$ cat src/rtl/sram_pkg.sv
// ---------------------------------------------------------------------------
// sram_pkg
//   Shared types and constants for the parametrised scratch RAM (param_sram)
//   and its zero-fill engine (sram_clear_fsm).
//   - clr_state_t : zero-fill engine state
//   - RDW_OLD/NEW : read-during-write selection for the RDW_MODE parameter
//   - LANE_W      : width of one byte-enable lane
//   - lanes()     : number of byte lanes in a data word
// ---------------------------------------------------------------------------
package sram_pkg;

    typedef enum logic {
        ST_IDLE  = 1'b0,
        ST_CLEAR = 1'b1
    } clr_state_t;

    localparam int RDW_OLD = 0;
    localparam int RDW_NEW = 1;
    localparam int LANE_W  = 8;

    function automatic int lanes(input int data_w);
        return data_w / LANE_W;
    endfunction

endpackage

$ cat src/rtl/sram_clear_fsm.sv
// ---------------------------------------------------------------------------
// sram_clear_fsm
//   Zero-fill engine. While in ST_CLEAR it walks fill_addr from 0 to DEPTH-1,
//   one word per clock, and asserts fill_we so the array owner writes zero.
//   busy is high for exactly DEPTH cycles per fill.
//
// Ports
//   Clk        in   rising-edge clock
//   Rst_n      in   synchronous active-low reset
//   clear      in   request a fill (honoured only in ST_IDLE)
//   busy       out  fill in progress
//   fill_we    out  write-zero strobe for the current fill_addr
//   fill_addr  out  word being cleared this cycle
//   state_dbg  out  current FSM state, for observation
// ---------------------------------------------------------------------------
module sram_clear_fsm
    import sram_pkg::*;
#(
    parameter int ADDR_W     = 6,
    parameter int DEPTH      = 64,
    parameter int CLR_ON_RST = 1
) (
    input  logic              Clk,
    input  logic              Rst_n,
    input  logic              clear,
    output logic              busy,
    output logic              fill_we,
    output logic [ADDR_W-1:0] fill_addr,
    output clr_state_t        state_dbg
);

    localparam logic [ADDR_W-1:0] LAST_ADDR = ADDR_W'(DEPTH - 1);
    localparam clr_state_t        RST_STATE = (CLR_ON_RST != 0) ? ST_CLEAR : ST_IDLE;

    clr_state_t        state, state_nxt;
    logic [ADDR_W-1:0] cnt, cnt_nxt;

    // Reset always rewinds the counter: with CLR_ON_RST=1 the fill restarts
    // from word 0, otherwise the engine simply aborts to idle.
    always_ff @(posedge Clk) begin
        if (!Rst_n) begin
            state <= RST_STATE;
            cnt   <= '0;
        end else begin
            state <= state_nxt;
            cnt   <= cnt_nxt;
        end
    end

    always_comb begin
        state_nxt = state;
        cnt_nxt   = cnt;
        busy      = 1'b0;
        fill_we   = 1'b0;
        case (state)
            ST_IDLE: begin
                if (clear) begin
                    state_nxt = ST_CLEAR;
                    cnt_nxt   = '0;
                end
            end
            ST_CLEAR: begin
                // clear is deliberately not looked at here: a running fill
                // is never restarted by another request.
                busy    = 1'b1;
                fill_we = 1'b1;
                if (cnt == LAST_ADDR) begin
                    state_nxt = ST_IDLE;
                    cnt_nxt   = '0;
                end else begin
                    cnt_nxt = cnt + 1'b1;
                end
            end
            default: begin
                state_nxt = ST_IDLE;
                cnt_nxt   = '0;
            end
        endcase
    end

    assign fill_addr = cnt;
    assign state_dbg = state;

endmodule

$ cat src/rtl/param_sram.sv
// ---------------------------------------------------------------------------
// param_sram
//   Parametrised single-clock scratch RAM: one write port and one read port
//   with independent addresses, byte-lane write enables, 1- or 2-cycle read
//   latency, selectable read-during-write result and a hardware zero-fill.
//
// Ports
//   Clk      in   rising-edge clock
//   Rst_n    in   synchronous active-low reset (array contents untouched)
//   CS       in   chip select, qualifies WR and RD
//   WR       in   write request
//   WrAddr   in   write address
//   Di       in   write data
//   BE       in   byte-lane enables, bit i covers Di[8i+7:8i]
//   RD       in   read request
//   RdAddr   in   read address
//   Do       out  read data, 0 whenever DoValid is low
//   DoValid  out  Do carries the result of an accepted read
//   Clear    in   one-cycle request to zero-fill the whole array
//   Busy     out  zero-fill running, user accesses are ignored
//
// Handshake: a write or read is accepted at a rising edge where CS and the
// request are high and Busy is low; there is no back-pressure otherwise.
// An accepted read produces exactly one DoValid pulse RD_LAT cycles later,
// and reads may be issued every cycle.
// ---------------------------------------------------------------------------
module param_sram
    import sram_pkg::*;
#(
    parameter int DATA_W     = 8,
    parameter int ADDR_W     = 6,
    parameter int DEPTH      = 64,
    parameter int RD_LAT     = 1,
    parameter int RDW_MODE   = 0,
    parameter int CLR_ON_RST = 1
) (
    input  logic                 Clk,
    input  logic                 Rst_n,
    input  logic                 CS,
    input  logic                 WR,
    input  logic [ADDR_W-1:0]    WrAddr,
    input  logic [DATA_W-1:0]    Di,
    input  logic [DATA_W/8-1:0]  BE,
    input  logic                 RD,
    input  logic [ADDR_W-1:0]    RdAddr,
    output logic [DATA_W-1:0]    Do,
    output logic                 DoValid,
    input  logic                 Clear,
    output logic                 Busy
);

    localparam int                NLANE   = lanes(DATA_W);
    localparam logic [ADDR_W:0]   DEPTH_V = (ADDR_W + 1)'(DEPTH);

    // Elaboration-time parameter checks.
    if (RD_LAT != 1 && RD_LAT != 2) begin : g_bad_rd_lat
        $error("param_sram: RD_LAT must be 1 or 2");
    end
    if ((DATA_W % LANE_W) != 0) begin : g_bad_data_w
        $error("param_sram: DATA_W must be a multiple of 8");
    end
    if (DEPTH > (1 << ADDR_W)) begin : g_bad_depth
        $error("param_sram: DEPTH must not exceed 2**ADDR_W");
    end

    logic [DATA_W-1:0] mem [DEPTH];

    logic              fill_we;
    logic [ADDR_W-1:0] fill_addr;
    clr_state_t        clr_state;

    logic              eng_idle;
    logic              wr_acc, rd_acc;
    logic              wr_in_range, rd_in_range;
    logic              same_addr_bypass;
    logic [DATA_W-1:0] old_word, merged_word, rd_word;

    sram_clear_fsm #(
        .ADDR_W     (ADDR_W),
        .DEPTH      (DEPTH),
        .CLR_ON_RST (CLR_ON_RST)
    ) u_clear_fsm (
        .Clk       (Clk),
        .Rst_n     (Rst_n),
        .clear     (Clear),
        .busy      (Busy),
        .fill_we   (fill_we),
        .fill_addr (fill_addr),
        .state_dbg (clr_state)
    );

    // User traffic is only taken while the fill engine is idle. A Clear on the
    // same edge as an access still lets that access through, since the engine
    // only leaves idle at that edge.
    assign eng_idle    = (clr_state == ST_IDLE);
    assign wr_acc      = CS & WR & eng_idle;
    assign rd_acc      = CS & RD & eng_idle;
    assign wr_in_range = ({1'b0, WrAddr} < DEPTH_V);
    assign rd_in_range = ({1'b0, RdAddr} < DEPTH_V);

    // Pre-write contents of the read word; out-of-range reads return zero.
    assign old_word = rd_in_range ? mem[RdAddr] : '0;

    // Word as it will look after this edge's write, used for the new-data
    // read-during-write option. Only meaningful when the addresses match.
    always_comb begin
        merged_word = old_word;
        for (int i = 0; i < NLANE; i++) begin
            if (BE[i]) begin
                merged_word[i*LANE_W +: LANE_W] = Di[i*LANE_W +: LANE_W];
            end
        end
    end

    assign same_addr_bypass = (RDW_MODE == RDW_NEW) && wr_acc && rd_in_range &&
                              (WrAddr == RdAddr);
    assign rd_word          = same_addr_bypass ? merged_word : old_word;

    // Array write port. Fill and user writes never overlap because user
    // writes are blocked while the engine runs. Nothing is written on a
    // reset edge, so an aborted fill leaves the current word intact.
    always_ff @(posedge Clk) begin
        if (Rst_n) begin
            if (fill_we) begin
                mem[fill_addr] <= '0;
            end else if (wr_acc && wr_in_range) begin
                for (int i = 0; i < NLANE; i++) begin
                    if (BE[i]) begin
                        mem[WrAddr][i*LANE_W +: LANE_W] <= Di[i*LANE_W +: LANE_W];
                    end
                end
            end
        end
    end

    // Read pipeline. Data is captured as zero on idle cycles so Do is zero
    // whenever its valid bit is low, with no output-side masking needed.
    logic              v1;
    logic [DATA_W-1:0] d1;

    always_ff @(posedge Clk) begin
        if (!Rst_n) begin
            v1 <= 1'b0;
            d1 <= '0;
        end else begin
            v1 <= rd_acc;
            d1 <= rd_acc ? rd_word : '0;
        end
    end

    if (RD_LAT == 2) begin : g_lat2
        logic              v2;
        logic [DATA_W-1:0] d2;

        always_ff @(posedge Clk) begin
            if (!Rst_n) begin
                v2 <= 1'b0;
                d2 <= '0;
            end else begin
                v2 <= v1;
                d2 <= d1;
            end
        end

        assign Do      = d2;
        assign DoValid = v2;
    end else begin : g_lat1
        assign Do      = d1;
        assign DoValid = v1;
    end

endmodule

$ cat config.mk
export PLATFORM = sky130hd
export DESIGN_NAME = param_sram
export DESIGN_NICKNAME = d
export VERILOG_FILES = /design/src/rtl/sram_pkg.sv /design/src/rtl/sram_clear_fsm.sv /design/src/rtl/param_sram.sv
export SDC_FILE = /design/constraint.sdc
export NUM_CORES = 1
export LEC_CHECK = 0
export CORE_ASPECT_RATIO = 1.4
export CORE_MARGIN = 2
export CORE_UTILIZATION = 35
export DETAILED_ROUTE_END_ITERATION = 7
export GPL_TIMING_DRIVEN = 0
export PLACE_DENSITY_LB_ADDON = 0.05
export SLEW_MARGIN = 0
export SYNTH_ARGS = -nofsm -noshare
export SYNTH_HDL_FRONTEND = slang
export SYNTH_SLANG_ARGS = --single-unit
$ cat constraint.sdc
create_clock -name Clk -period 4.17 [get_ports Clk]
set_clock_uncertainty 0.1 [all_clocks]
set_input_delay 0.834 -clock Clk [delete_from_list [all_inputs] [get_ports Clk]]
set_output_delay 0.834 -clock Clk [all_outputs]
set_load 0.02 [all_outputs]
== Word-level counts from Yosys, hierarchy flattened ==
Memories as Yosys holds them, arrays and structs flattened. A register that Yosys moved wholly into a read port is not among the register bits.
Cells that the tools add are included.

* Output and inout bits: 10
* Register bits after elaboration: 8
* Bits in writable memories: 512
* Input port bits: 27
* Memories: 1

* Equal/unequal tests: 2
* Reductions and logical operators: 3
* Bitwise gates (word level): 5
* $add $sub $neg: 1
* Muxes and demuxes: 18

{| class="wikitable"
|+ Memory list
! memory !! words !! width !! read ports !! clocked after Yosys merged registers in !! write ports !! RTL line !! text
|-
| mem || 64 || 8 || 1 || 1 || 1 || param_sram.sv:66 || <nowiki>logic [DATA_W-1:0] mem [DEPTH];</nowiki>
|}

{| class="wikitable"
|+ Operator list
! cell !! count
|-
| two-way mux 6 bit || 3
|-
| two-way mux 1 bit || 12
|-
| case mux 6 bit (2 select lines) || 1
|-
| two-way mux 8 bit || 1
|-
| OR reduction 8 bit || 1
|-
| adder 6 x 1 -> 6 bit (second input constant) || 1
|-
| equality test 6 bit (second input constant) || 1
|-
| AND 1 bit || 4
|-
| != test 2 bit (second input constant) || 1
|-
| case mux 1 bit (2 select lines) || 1
|-
| AND reduction 2 bit || 1
|-
| logical NOT 1 bit || 1
|-
| inverter 1 bit || 1
|}

== Logic depth before layout (Yosys ltp) ==
* Word-level depth: 8
* Depth in mapped cells: 8

== Hierarchy ==
Synthesis repeated with hierarchy kept, for this count alone.

* Cell total of the unflattened synthesis: 989
* Area total of the unflattened synthesis: 20,761.2 µm²

{| class="wikitable"
|+ Modules (own cells, without submodules)
! module !! times used !! area each (µm²) !! cells each
|-
| param_sram || 1 || 20,394.6 || 946
|-
| sram_clear_fsm || 1 || 366.6 || 43
|}

== Least setup slack after synthesis ==
OpenSTA, ideal clock, no wires.

* Path type: input to register
* From: input Rst_n
* To: memory mem[0][0] (data pin)
* Data required time: 3.703 ns
* Stages on the path: 4
* Library setup time: 0.367 ns
* Arrival time: 2.414 ns
* Setup slack: 1.289 ns
* Cells stage by stage: nand2_1 nor3_4 clkbuf_1 and2_1

* Longest elaborated chain between the ends: 4

{| class="wikitable"
|+ Ends and longest elaborated chain
! what !! RTL line !! text
|-
| start: declaration || param_sram.sv:38 || <nowiki>input logic Rst_n,</nowiki>
|-
| two-way mux 1 bit || param_sram.sv:123 || <nowiki>if (Rst_n) begin</nowiki>
|-
| two-way mux 1 bit (not written as such) || param_sram.sv:129 || <nowiki>mem[WrAddr][i*LANE_W +: LANE_W] <= Di[i*LANE_W +: LANE_W];</nowiki>
|-
| OR reduction 8 bit (no source line) || -- ||
|-
| two-way mux 8 bit (no source line) || -- ||
|-
| end: declaration || param_sram.sv:66 ||
|}

No other way between the ends.

==> results.py <==
metrics = {
    "pwr": {
        "leakage_uw": 0.00732,
        "power_density_nw_per_um2": 464,
        "peakVddDrop_mv": 0.321,
        "power.total_uw": 11200,
    },
    "floorplanning": {
        "initial_utilization": 0.352,
        "core_um2": 59400,
        "io-pin-count": 37,
        "dieHeight_um": 293,
        "fp-row-count": 106,
        "die_w_um": 211,
        "die_area_um2": 61700,
    },
    "logic_synthesis": {
        "synth_fp_nets": 1056,
        "yosys_register_bits": 528,
        "synth-main-ff-cell": "edfxtp_1",
        "mappedNetlistArea_um2": 20900,
        "synth_edf_count": 512,
        "avgSynthCellArea_um2": 20.3,
        "yosysUniqueCellTypes": 54,
        "synthCells": 1028,
        "ys_warn_count": 0,
        "ys_seq_area_frac": 0.751,
        "async_flop_share": 0,
    },
    "clock_network": {
        "clk_pin_slew_ns": 0.06,
        "numCtsBuffers": 53,
        "h-tree-depth": 2,
        "cts_sinks": 528,
        "cts_tree": "yes",
        "post_cts_buffers": 0,
        "clock-root-buffer": "clkbuf_16",
        "hold_buffers": 0,
        "insertion_delay_ns": 0.61,
        "clock_path_buffers": 3,
    },
    "place": {
        "dp_hpwl_um": 43900,
        "gp_congestion": 0.834,
        "pre_cts_ws_ns": -0.608,
        "port_buffers": 34,
    },
    "global_route": {
        "grt_pass1_vias": 11000,
        "overflow": 0,
        "grt_usage": 0.217,
        "grt_max_degree": 42,
        "grt_antenna_before_repair": 2,
        "grt_first_pass_wirelength_um": 90800,
    },
    "timing": {
        "worst_slack_ns": -0.00146,
        "min_period_ns": 4.17,
        "setup_viol": 1,
        "drv_slew": 0,
        "hold_viol": 0,
        "fin_setup_tns_ns": -0.00146,
        "fmax_mhz": 240,
        "tightest_slew_ns": 1.29,
        "hold-worst-slack_ns": 0.528,
        "fin_crit_sh": 1.00,
        "slew_headroom": 0.142,
        "rsz0062_at_grt": "false",
    },
    "routing": {
        "drtIter0Drc": 870,
        "routedWlPerCell_um": 34.1,
        "wl_met2_um": 34900,
        "via_per_inst": 5.57,
        "wl_met1_um": 26100,
        "firstDrtPassIters": 5,
        "met3_length_um": 3200,
        "vias": 10700,
        "dr.max_layer_used": "met5",
        "routed_wl_um": 65700,
        "ant_nets": 0,
        "drc": 0,
    },
    "finish": {
        "final_cell_mix": "512 x edfxtp_1, 102 x mux4_2, 78 x nor2_1",
        "utilization": 0.407,
        "area_delta_synth_final_pct": 15.7,
        "drive_gt1_frac": 0.207,
        "final_nets": 1153,
        "final_common_cell": "edfxtp_1",
    },
    "critical_path": {
        "cp_max_fo": 10,
        "start_kind": "input pin",
        "end_kind": "flip-flop",
        "critPathTopFamily": "buffers and inverters",
        "crit_top_cell": "nand2_1",
        "path_class": "in2reg",
        "critical_path.cell_chain": "clkdlybuf4s50_1 > buf_4 > inv_1 > buf_1 > buf_2 > nand2_1 > nand2_1 > a21oi_1 > o21ai_0",
        "slowest_stage": "buf_1",
        "critPathMaxStageDelay_ns": 0.98,
        "critical_path_required_ns": 4.49,
        "worst-path-buf-inv": 5,
        "critPathArrivalTime_ns": 4.49,
    },
    "hold_path": {
        "hp-class": "reg2reg",
    },
    "run_status": {
        "outcome": "finished with violations",
        "violations": "negative setup slack",
    },
    "flow_run": {
        "max_cap_violations": 0,
    },
}
-- per-layer routing --
| metal | track usage | up-vias |
|---|---|---|
| met5 | 0 | - |
| met4 | 0.0551 | 2 |
| li1 | - | 4452 |
| met1 | 0.275 | 5868 |
| met2 | 0.392 | 335 |
| met3 | 0.0300 | 76 |
-- cell usage after synthesis, drive strengths merged, types with 4 or more instances --
| cell type | number | share of area |
|---|---|---|
| o22ai | 14 | 0.0042 |
| nand3 | 8 | 0.0019 |
| nand2b | 10 | 0.0030 |
| nor2 | 79 | 0.014 |
| edfxtp | 512 | 0.74 |
| mux4 | 128 | 0.14 |
| mux2i | 34 | 0.016 |
| nor3 | 8 | 0.0025 |
| nor2b | 9 | 0.0027 |
| a211oi | 4 | 0.0014 |
| clkbuf | 15 | 0.0029 |
| a31oi | 7 | 0.0021 |
| nand2 | 59 | 0.011 |
| a21oi | 10 | 0.0024 |
| or3 | 4 | 0.0012 |
| and2 | 10 | 0.0030 |
| buf | 35 | 0.014 |
| a211o | 4 | 0.0017 |
| o221ai | 6 | 0.0025 |
| o21ai | 14 | 0.0034 |
| mux2 | 6 | 0.0032 |
| dfxtp | 16 | 0.015 |
-- where the power goes --
part / switching, µW / total [µW] / internal (µW)
registers: 7.05 / 5750 / 5740
logic: 282 / 439 / 157
clock network: 2080 / 5030 / 2950
total: 2370 / 11200 / 8850
-- final timing paths --
path	from	endpoint	slack, ns	depth (start not counted)
worst min-delay path	u_clear_fsm.fill_addr[5]	u_clear_fsm.fill_addr[5]	0.53	2
worst max register to register	u_clear_fsm.state_dbg	mem[1][1]	0.46	6
worst min register to register	u_clear_fsm.fill_addr[5]	u_clear_fsm.fill_addr[5]	0.53	2
worst max-delay path	RdAddr[2]	Do[4]	-0.001	9
-- final cells by class --
type | instances | area (µm²)
antenna | 1 | 2.50
buffer | 50 | 349
clock buffer | 70 | 1490
clock inverter | 29 | 325
fill | 5353 | 35200
inverter | 4 | 15.0
multi-input combinational | 446 | 4860
sequential | 528 | 15700
tap | 756 | 946
timing repair buffer | 42 | 500
-- through the flow --
| stage | cells | instance area, µm² |
|---|---|---|
| 5_1_grt | 1925 | 24200 |
| 2_1_floorplan | 1028 | 20900 |
| 3_5_place_dp | 1826 | 22400 |
| 4_1_cts | 1925 | 24200 |
| 6_report | 1926 | 24200 |
| 3_3_place_gp | 1818 | 22200 |
-- kinds of logic after synthesis --
| kind of cell | share of synthesized area |
|---|---|
| buffers and inverters | 0.0174 |
| AO/OA/AOI/OAI | 0.0262 |
| AND/OR/NAND/NOR | 0.0430 |
| multiplexers | 0.162 |
| flip-flops | 0.751 |
| adder cells (fa/ha/maj) | 0.000598 |
-- sequential cells by signal, summed over array words and instances (netlist names) --
name,count
Do,8
mem,512
u_clear_fsm.state_dbg,1
u_clear_fsm.fill_addr,6
DoValid,1
-- timing repair --
| item | in CTS | in global routing |
|---|---|---|
| setup endpoints to repair | 0 | 7 |
| gates resized for setup | 0 | 1 |
| endpoints found under the hold margin | 0 | 0 |
-- worst reg2reg max path: stages, from the launching register on --
cell and delay (ns):
dfxtp_1 0.31, buf_2 0.17, nor3_4 0.46, buf_2 0.36, mux2i_1 0.29, nand2_1 0.58
nor2_1 1.05
Note: power is estimated with default switching activity, not from simulation.
